===== src/rtl/mul_datapath.sv =====
// mul_datapath: operand/product datapath for the repeated-addition multiplier.
// Holds multiplicand A, down-counting multiplier B and product accumulator P.
// The controller drives the strobes. eqz reports B == 0 so the controller can
// end the accumulate loop.
// Optional feature: define MUL_DP_OVF_EN to build the sticky accumulate-overflow
// flag. Without it, ovf is tied low and P wraps silently mod 2^PW.
// PW must be >= W; A is zero-extended into the adder.
module mul_datapath #(
  parameter int W  = 8,
  parameter int PW = 16
) (
  input  logic          clk,
  input  logic          rst,
  input  logic [W-1:0]  data_in,
  input  logic          LdA,
  input  logic          LdB,
  input  logic          LdP,
  input  logic          clrP,
  input  logic          decB,
  output logic          eqz,
  output logic [PW-1:0] product,
  output logic          ovf
);

  localparam logic [W-1:0]  B_ZERO = {W{1'b0}};
  localparam logic [W-1:0]  B_ONE  = {{(W-1){1'b0}}, 1'b1};
  localparam logic [PW-1:0] P_ZERO = {PW{1'b0}};

  // Zero-extend the W-bit multiplicand to the accumulator width.
  function automatic logic [PW-1:0] widen_a(input logic [W-1:0] a_val);
    logic [PW-1:0] r;
    r = P_ZERO;
    r[W-1:0] = a_val;
    return r;
  endfunction

  logic [W-1:0]  a_r;
  logic [W-1:0]  a_nxt_s;
  logic [W-1:0]  b_r;
  logic [W-1:0]  b_nxt_s;
  logic [PW-1:0] p_r;
  logic [PW-1:0] p_nxt_s;
  logic          b_nz_s;
  logic          acc_ok_s;

  // eqz depends only on the B register. This keeps the controller's loop test
  // free of any path from the strobes.
  assign eqz     = (b_r == B_ZERO);
  assign product = p_r;

  // Both guards use the pre-edge value of B. The add in the B: 1->0 cycle still
  // lands. Strobes issued after B reaches zero do nothing.
  always_comb begin
    b_nz_s   = (b_r != B_ZERO);
    acc_ok_s = 1'b0;
    if (!clrP && LdP && b_nz_s) begin
      acc_ok_s = 1'b1;
    end else begin
      acc_ok_s = 1'b0;
    end
  end

  // Next value of A: load from the operand bus, otherwise hold.
  always_comb begin
    a_nxt_s = a_r;
    if (LdA) begin
      a_nxt_s = data_in;
    end else begin
      a_nxt_s = a_r;
    end
  end

  // Next value of B: a load beats a decrement. A decrement at zero is ignored,
  // so B never wraps to all-ones.
  always_comb begin
    b_nxt_s = b_r;
    if (LdB) begin
      b_nxt_s = data_in;
    end else if (decB && b_nz_s) begin
      b_nxt_s = b_r - B_ONE;
    end else begin
      b_nxt_s = b_r;
    end
  end

`ifdef MUL_DP_OVF_EN
  logic [PW:0] sum_s;
  logic        ovf_r;
  logic        ovf_nxt_s;

  assign ovf = ovf_r;

  // Next value of P, with a carry bit so an accepted add can detect overflow.
  // A clear beats an accumulate.
  always_comb begin
    sum_s   = {1'b0, p_r} + {1'b0, widen_a(a_r)};
    p_nxt_s = p_r;
    if (clrP) begin
      p_nxt_s = P_ZERO;
    end else if (acc_ok_s) begin
      p_nxt_s = sum_s[PW-1:0];
    end else begin
      p_nxt_s = p_r;
    end
  end

  // Next value of ovf: sticky until clrP. clrP wins over a same-cycle carry.
  always_comb begin
    ovf_nxt_s = ovf_r;
    if (clrP) begin
      ovf_nxt_s = 1'b0;
    end else if (acc_ok_s && sum_s[PW]) begin
      ovf_nxt_s = 1'b1;
    end else begin
      ovf_nxt_s = ovf_r;
    end
  end

  // Overflow flag register.
  always_ff @(posedge clk) begin
    if (rst) begin
      ovf_r <= 1'b0;
    end else begin
      ovf_r <= ovf_nxt_s;
    end
  end
`else
  logic [PW-1:0] sum_s;

  assign ovf = 1'b0;

  // Next value of P: a clear beats an accumulate. The PW-bit sum wraps silently.
  always_comb begin
    sum_s   = p_r + widen_a(a_r);
    p_nxt_s = p_r;
    if (clrP) begin
      p_nxt_s = P_ZERO;
    end else if (acc_ok_s) begin
      p_nxt_s = sum_s;
    end else begin
      p_nxt_s = p_r;
    end
  end
`endif

  // A, B and P registers. Reset overrides every strobe.
  always_ff @(posedge clk) begin
    if (rst) begin
      a_r <= B_ZERO;
      b_r <= B_ZERO;
      p_r <= P_ZERO;
    end else begin
      a_r <= a_nxt_s;
      b_r <= b_nxt_s;
      p_r <= p_nxt_s;
    end
  end

endmodule


===== config.mk =====
export PLATFORM = sky130hd
export DESIGN_NAME = mul_datapath
export DESIGN_NICKNAME = d
export VERILOG_FILES = /design/src/rtl/mul_datapath.sv
export SDC_FILE = /design/constraint.sdc
export NUM_CORES = 1
export LEC_CHECK = 0
export BUFFER_PORTS_ARGS = -buffer_cell sky130_fd_sc_hd__buf_2
export CORE_MARGIN = 3
export CORE_UTILIZATION = 40
export DETAILED_ROUTE_END_ITERATION = 8
export PLACE_DENSITY = 0.59
export SYNTH_ARGS = -nofsm -noshare
export SYNTH_HDL_FRONTEND = slang
export SYNTH_SLANG_ARGS = --single-unit

===== constraint.sdc =====
create_clock -name clk -period 3.05 [get_ports clk]
set_input_delay 0.305 -clock clk [delete_from_list [all_inputs] [get_ports clk]]
set_output_delay 0.305 -clock clk [all_outputs]
set_load 0.05 [all_outputs]

==> results of run 1 <==
## stage by stage
stage                     utilization [%]  area [µm²]  std cells
after detailed placement             46.1        2040        285
after CTS                            48.2        2130        293
after global routing                 48.2        2130        293
after floorplan                         -        1850        210
final                                48.2        2130        293
after global placement               46.1        2040        285
## logic make-up after synthesis
group / count (synthesis)
buf+inv: 17
flops: 32
simple gates: 71
mux: 20
compound gates: 45
fa+ha+maj: 11
other cells: 1
xor+xnor: 13
## area by class of cell
cell class	instances	area [µm²]
fillers	431	2290
multi-input cells	161	1130
flip-flops and latches	32	641
repair buffers	33	170
clock buffers	8	90.1
well taps	52	65.1
inverters	7	26.3
## per-layer routing
metal	vias to the layer above	routed length, µm	GRT usage (%)
met1	724	2030	22.3
li1	813	-	-
met4	0	73	5.84
met5	-	0	0
met2	37	1860	24.8
met3	8	225	5.75
## state kept, by name, summed over array words and instances (netlist names)
register	flops
b_r	8
a_r	8
product	16
## tightest hold or removal path: stages
cell and delay (ns):
buf_2 0.09, mux2i_1 0.06, nor2_1 0.08
## Yosys cell counts (4+ instances only)
library cell	n	area (µm²)
ha_1	10	125
nand3_1	5	25.0
mux2i_1	20	200
nor2_1	30	113
a211oi_1	6	45.0
xor2_1	7	61.3
nand2_1	15	56.3
nand4_1	4	25.0
dfxtp_1	32	641
xnor2_1	6	52.6
o21ai_0	9	45.0
a21oi_1	10	50.1
clkbuf_1	6	22.5
inv_1	7	26.3
## report_power, final
group / internal [W] / switching (W) / total [W]
logic: 0.0000701 / 0.000106 / 0.000176
registers: 0.000437 / 0.0000186 / 0.000455
clock network: 0.000184 / 0.000155 / 0.000339
total: 0.000691 / 0.000280 / 0.000971
## placed cells by master (no fill, tap or decap), types with 4 or more instances in the layout
cell type / synthesis / layout
a211oi_1: 6 / 6
a21oi_1: 10 / 10
buf_2: 3 / 31
clkbuf_8: 0 / 6
dfxtp_1: 32 / 32
ha_1: 10 / 10
inv_1: 7 / 7
mux2i_1: 20 / 20
nand2_1: 15 / 15
nand3_1: 5 / 5
nand4_1: 4 / 4
nor2_1: 30 / 30
o21ai_0: 9 / 9
xnor2_1: 6 / 6
xor2_1: 7 / 7
## final timing paths
path,from,endpoint
setup / recovery,b_r[3]$_SDFFE_PP0P_,eqz
setup reg to reg,b_r[0]$_SDFFE_PP0P_,product[13]$_SDFFE_PP0P_
hold reg to reg,product[5]$_SDFFE_PP0P_,product[5]$_SDFFE_PP0P_
hold / removal,data_in[0],a_r[0]$_SDFFE_PP0P_
==> results by stage, run 1 <==
Setup path:
- The depth of the worst register-to-register path is 8.
- The critical path data arrival time is 1.73 ns.
- The required time of the critical path is around 2.7 ns.
- Counting buffers and inverters, the worst setup path is 3 cells deep.
- The number of buffers and inverters on the critical path is 1.
- The largest stage delay on the critical path is between 0.5 and 0.6 ns.
- Along the worst path, the maximum fanout reaches 10.
- Setup slack on the worst reg-to-reg path comes out at between 1 and 1.5 ns.
- Grouping stages by cell kind, the critical path spends the most delay in simple AND/OR/NAND/NOR gates.
- Walking the worst path, the cells encountered are nor4_4 > and2_1 > buf_2.
- The worst setup path is captured at an output port.
- The worst setup path is launched from a flop.
- The largest individual stage delay along the critical path comes from the cell nor4_4.
- The worst setup path is of the flop to output port kind.

Synthesis:
- The combined area of all synthesized cells is about 0.0018 mm².
- Each instance of the synthesized netlist takes up on average slightly below 9 µm².
- The share of synthesized flip-flops with an asynchronous set or reset is 0%.
- After Yosys synthesis, full adders, half adders and majority gates account for slightly below 8% of the synthesized area.
- The synthesized net count is ~240.
- The synthesized-area fraction occupied by and/or/nand/nor cells is between 10% and 20%.
- The synthesized flop and latch total is 32.
- The most instantiated flip-flop cell in the synthesis netlist is dfxtp_1.
- Yosys mapped the design onto a little under 50 distinct sky130hd cell types.
- The share of the Yosys chip area taken by registers is between 30% and 40%.
- The multiplexer share of the synthesized area is 10.8%.
- The number of warnings issued by yosys is 0.
- The fraction of the mapped netlist area in compound gates is 17.2%.
- In this run, synthesis inferred 0 flip-flops with an integrated enable.
- After synthesis, the largest family of logic cells by area is simple AND/OR/NAND/NOR gates.
- The synthesized netlist devotes 6.17% of its cell area to XOR and XNOR gates.
- The count of mapped cells out of synthesis is 210.

Clocking:
- For this design, the CTS-stage hold fixing added 0 buffers.
- The number of CTS-inserted buffers is 5.
- The sink count of the clock tree is 32.
- The post-CTS setup buffer count is 0.
- The clock latency at the later pin of the worst-skew pair is roughly 0.28 ns.
- The buffer cell driving the clock tree root is clkbuf_8.
- TritonCTS built the clock tree.
- Counting along the longest clock path gives a buffer depth of 2.
- The clock slew seen by the registers of the worst setup and hold paths is ~0.06 ns.
- Once the clock tree was built, the resizer swapped 0 gates to a different size.
- The H-tree depth is 2.

Floorplan:
- During I/O placement, the number of pins put on the boundary was 33.
- The floorplan step defined a die boundary enclosing around 0.0055 mm².
- The die outline width is between 70 and 80 µm.
- The total core area is roughly 0.0044 mm².
- For this configuration, the core starts out at a cell density of around two fifths.
- The initialized floorplan defines 24 standard-cell rows.
- The vertical extent of the die is 73.9 µm.

Routing:
- The mean routed wirelength per cell is between 10 and 15 µm.
- The violation count after the first detailed-route iteration is 52.
- In the routed design, unresolved DRC markers number 0.
- The first detailed-routing pass took 4 iterations.
- The wire length after detailed routing is between 4 and 5 mm.
- The average via count per standard cell is 5.40.
- Once detail routing completed, the nets flagged for antenna violations numbered 0.
- Summing over every cut layer, the via total after detailed routing is ~1600.

Pwr:
- The worst-case IR drop observed on VDD is 221 µV.
- The completed layout was analyzed and its total power is 0.000971 W.
- Power spread over the standard cell area amounts to between 400 and 500 mW/mm².
- In this run the static leakage power is 0.931 nW.

Worst hold path:
- The number of cells on the worst hold path is 3.
- The worst hold path belongs to the class primary input to flop.

GRT:
- The first global-routing pass estimated a little under 7 mm of wire.
- The number of antenna violations at the first check in global routing is 0.
- The maximum number of pins on one net before global-route repair is 19.
- The total overflow reported by the global router is 0.
- The number of global-route vias before repair is roughly 1400.
- The global-route total usage across every layer is between 15 and 20%.

Finish:
- From synthesis to final layout, the design area changed by 15.2%.
- The final layout net count is between 200 and 300.
- The number of diodes added for antenna fixing is 0.
- The fraction of layout instances using a drive strength above 1 is 19.5%.

Timing:
- Headroom to the max-slew limit came out at a little over two fifths.
- The post-route setup TNS is 0 ns.
- The routed design could run at a clock period as short as between 2 and 2.5 ns.
- The final worst-path setup slack is between 1 and 1.5 ns.
- The highest clock frequency the design can meet is 490 MHz.
- The post-route clock skew is between 0.003 and 0.004 ns.
- In the finished design, the share of the clock period the worst path needs comes to roughly two thirds.
- The final-report hold violation count came to 0.
- Setup violations remaining at the end of the flow were counted as 0.
- The worst hold-check slack is approximately 0.28 ns.
- Setup repair after global routing left no endpoint under its margin.
- The final max-slew violation count is 0.
- For the pin with the worst max-slew slack, the measured transition is around 0.84 ns.

Placement:
- The final weighted congestion in routability-driven placement is between 0.8 and 0.9.
- The placement-stage worst setup slack is 1.05 ns.
- The half-perimeter wire length after placement is slightly above 3 mm.
- During placement, the flow inserted port buffers numbering 31.

Run status:
- The run finished with clean final reports.

Flow run:
- Across the run, the number of max-cap violations was 0.
No activity file was read; power rests on OpenSTA's default activity.
==> run 2, diff against run 1 <==
PLACE_DENSITY = 0.62   (was 0.59)
clock period = 1.8 ns   (was 3.05 ns; I/O delays follow)
==> run 2 against run 1 <==
  * Hold slack got worse by 0.13 ns
  * First-iteration DRC count increased by 94%
  * Final area increased by 19%
  * Register-to-register slack got worse by 1.0 ns
  * Core utilization increased by 9.4 points
  * Critical path type is now flop to flop
==> results by stage, run 2 (synthesis gave the netlist of run 1 again) <==
Finish:
- The number of diodes added for antenna fixing is 0 (unchanged).
- The combined flip-flop and latch cell area is 669 µm² (was 641 µm²).
- The number of fill cells is 397 (was 431).
- Leading cell types in the layout, fill and taps excluded: buf_2 (31), nor2_1 (29), dfxtp_1 (21) (was dfxtp_1 (32), buf_2 (31), nor2_1 (30)).
- The area of combinational cells with multiple inputs was 0.00131 mm² (was 0.00113 mm²).
- The flip-flop count of the largest register after layout came to 16 (unchanged).
- The core occupancy in the finished layout is 57.5% (was 48.2%).
- The leading cell type in the layout, fill and taps excluded is buf_2 (was dfxtp_1).
- The final layout net count is 289 (was 266).
- The post-route cell area is 0.00254 mm² (was 0.00213 mm²).
- The fraction of layout instances using a drive strength above 1 is 39.8% (was 19.5%).
- The area added between synthesis and finish is 37.6% (was 15.2%).

Pwr:
- The worst vdd rail ir drop is 473 µV (was 221 µV).
- The leakage power of the design came to 1.07 nW (was 0.931 nW).
- The fraction of power consumed by the clock network was 34.7% (was 34.9%).
- The combinational cell fraction of total power came to 22.7% (was 18.2%).
- The power dissipated by switching net loads was 0.000531 W (was 0.000280 W).
- The internal power contribution is 0.00129 W (was 0.000691 W).
- The part of the power in registers was 42.6% (was 46.9%).
- The power density of the placed cells is 716 mW/mm² (was 457 mW/mm²).
- The switching part of the total came to 29.2% (was 28.8%).
- The total chip power is 0.00182 W (was 0.000971 W).

Timing:
- The final-report hold violation count is 0 (unchanged).
- The worst hold-check slack is 0.153 ns (was 0.282 ns).
- The actual transition at the worst max-transition pin is 0.546 ns (was 0.838 ns).
- The final max-slew violation count is 0 (unchanged).
- The tightest slew margin relative to the limit is 63.5% (was 44.0%).
- The share of the cycle needed by the critical path after routing is approximately 100%.
- The post-route clock skew is 0.00817 ns (was 0.00357 ns).
- The highest clock frequency the design can meet is between 500 and 600 MHz.
- The minimum clock period is 1.80 ns.
- The number of endpoints failing setup at the final stage is 0 (unchanged).
- The post-route setup TNS came to 0 ns (unchanged).
- RSZ-0062 raised after global routing: yes (was no).

Setup path:
- The kind of end point of the critical path was a flop (was output port).
- The origin of the critical flop-to-flop path was product[1]$_SDFFE_PP0P_ (was b_r[0]$_SDFFE_PP0P_).
- The family with the most delay on the worst path is compound AO/OA/AOI/OAI gates (was simple AND/OR/NAND/NOR gates).
- The largest stage delay on the critical path is 0.35 ns (was 0.59 ns).
- The critical path class is flop to flop (was flop to output port).
- Worst-path cell chain: ha_4 > a211oi_4 > o31a_1 > a211oi_2 > mux2i_1 > a311o_1 (was nor4_4 > and2_1 > buf_2).
- The highest-delay cell along the critical path is dfxtp_4 (was nor4_4).
- The highest net fanout along the worst path is 3 (was 10).
- The kind of launch point of the worst setup path was a flop (unchanged).
- The required time of the critical path is 1.97 ns (was 2.74 ns).
- The launch point of the worst path is product[1]$_SDFFE_PP0P_ (was b_r[3]$_SDFFE_PP0P_).
- The count of buffering cells on the critical path with inverters included came to 0 (was 1).
- The critical path data arrival time was 1.97 ns (was 1.73 ns).

Floorplan:
- The count of pins on the block boundary is 33 (unchanged).
- The die outline width is 73.9 µm (unchanged).
- The total core area is 0.00441 mm² (unchanged).
- The vertical extent of the die was 73.9 µm (unchanged).
- The starting density of the core is 41.8% (unchanged).
- The die area was 0.00546 mm² (unchanged).
- The count of standard-cell rows came to 24 (unchanged).

Routing:
- The number of search-and-repair iterations in the first detailed-routing pass is 4 (unchanged).
- The mean routed wirelength per cell is 14.8 µm (was 14.3 µm).
- The count of unresolved DRC violations after routing is 0 (unchanged).
- The wire length after detailed routing is 4.68 mm (was 4.19 mm).
- The count of antenna-violating nets left after detailed routing is 0 (unchanged).
- The average via count per standard cell is 5.34 (was 5.40).
- The overall via count from detail_route is 1689 (was 1582).
- The violation count after the first detailed-route iteration is 101 (was 52).

Run status:
- Result of the run: completed (unchanged).

Clocking:
- The sink count of the clock tree is 32 (unchanged).
- The count of hold-fix buffers inserted at cts is 0 (unchanged).
- The number of buffers between clock root and the deepest sink is 2 (unchanged).
- The clock latency at the later pin of the worst-skew pair is 0.29 ns (was 0.28 ns).
- The number of CTS-inserted buffers is 5 (unchanged).
- The clock slew seen by the registers of the worst setup and hold paths is 0.07 ns (was 0.06 ns).
- The buffer cell driving the clock tree root is clkbuf_8 (unchanged).
- The TritonCTS clock tree was done (unchanged).
- The H-tree depth is 2 (unchanged).

GRT:
- The first-pass GRT wire length is 7.38 mm (was 6.91 mm).
- The number of global-route vias before repair is 1556 (was 1449).
- The number of antenna violations at the first check in global routing is 0 (unchanged).
- The maximum number of pins on one net before global-route repair came to 19 (unchanged).
- The total overflow reported by the global router is 0 (unchanged).
- The global-route total usage across every layer came to 17.5% (was 16.6%).

Placement:
- The half-perimeter wire length after placement is 3.29 mm (was 3.09 mm).
- The number of port buffers came to 31 (unchanged).
- The final weighted congestion in routability-driven placement was 0.787 (was 0.825).
- The area of placed instances was 0.00224 mm² (was 0.00204 mm²).

Worst hold path:
- The worst hold path class was primary input to flop (unchanged).
- The worst hold path startpoint is data_in[7] (was data_in[0]).

Flow run:
- The number of maximum-capacitance violations is 0 (unchanged).
run 2: cell types whose count changed in the layout (fill, tap and decap cells not counted), moves of 3 or more:
cell      delta
ha_1         -6
dfxtp_1     -11
buf_4       +18
a211oi_1     -3
dfxtp_4      +6
a21oi_1      -3
dfxtp_2      +5
ha_4         +4
run 2: power groups by stage:
| stage | clock [W] | combinational [W] | sequential [W] |
|---|---|---|---|
| 2_1_floorplan | 0 | 0.000225 | 0.000788 |
| 3_3_place_gp | 0 | 0.000344 | 0.000782 |
| 3_5_place_dp | 0 | 0.000347 | 0.000782 |
| 4_1_cts | 0.000642 | 0.000354 | 0.000766 |
| 5_1_grt | 0.000671 | 0.000449 | 0.000778 |
| 6_report | 0.000630 | 0.000413 | 0.000774 |
run 2: worst register-to-register path: cells and delay by family, from the launching register on:
kind	cells	cell delay (ns)
adders and majority gates	1	0.27
AOI/OAI and AO/OA	4	0.95
muxes	1	0.11
DFF	1	0.35
run 2: routing by layer:
layer	share of wire (%)	global-route usage, %	vias up
li1	-	-	859
met1	48	23.8	789
met2	47	27.5	37
met3	4.0	3.83	4
met4	0.96	5.63	0
met5	0	0	-
run 2: final timing paths:
| kind | slack (ns) | to | cells past startpoint |
|---|---|---|---|
| setup / recovery | 0.002 | product[15]$_SDFFE_PP0P_ | 6 |
| hold / removal | 0.15 | a_r[7]$_SDFFE_PP0P_ | 3 |
| setup reg to reg | 0.002 | product[15]$_SDFFE_PP0P_ | 6 |
| hold reg to reg | 0.48 | product[5]$_SDFFE_PP0P_ | 2 |
run 2: final cells by class:
cell class                 count  share of cell area [%]
multi-input combinational    161                    51.4
sequential                    32                    26.4
timing repair buffer          56                    14.6
clock buffer                   7                    3.84
tap                           52                    2.56
inverter                       7                    1.03
clock inverter                 1                   0.197
run 2: what timing repair did:
item,in CTS,in global routing
pin swaps,2,11
endpoints found under the hold margin,0,0
setup buffers,0,4
resized for setup,3,34
cloned,0,1
setup endpoints to repair,3,20
run 2: through the flow:
| stage | std cells | setup slack (ns) |
|---|---|---|
| global route | 316 | -0.0840 |
| global placement | 304 | 0.0229 |
| detailed placement | 304 | -0.0145 |
| CTS | 312 | -0.00393 |
| floorplan | 210 | -0.0647 |
| finish | 316 | 0.00239 |
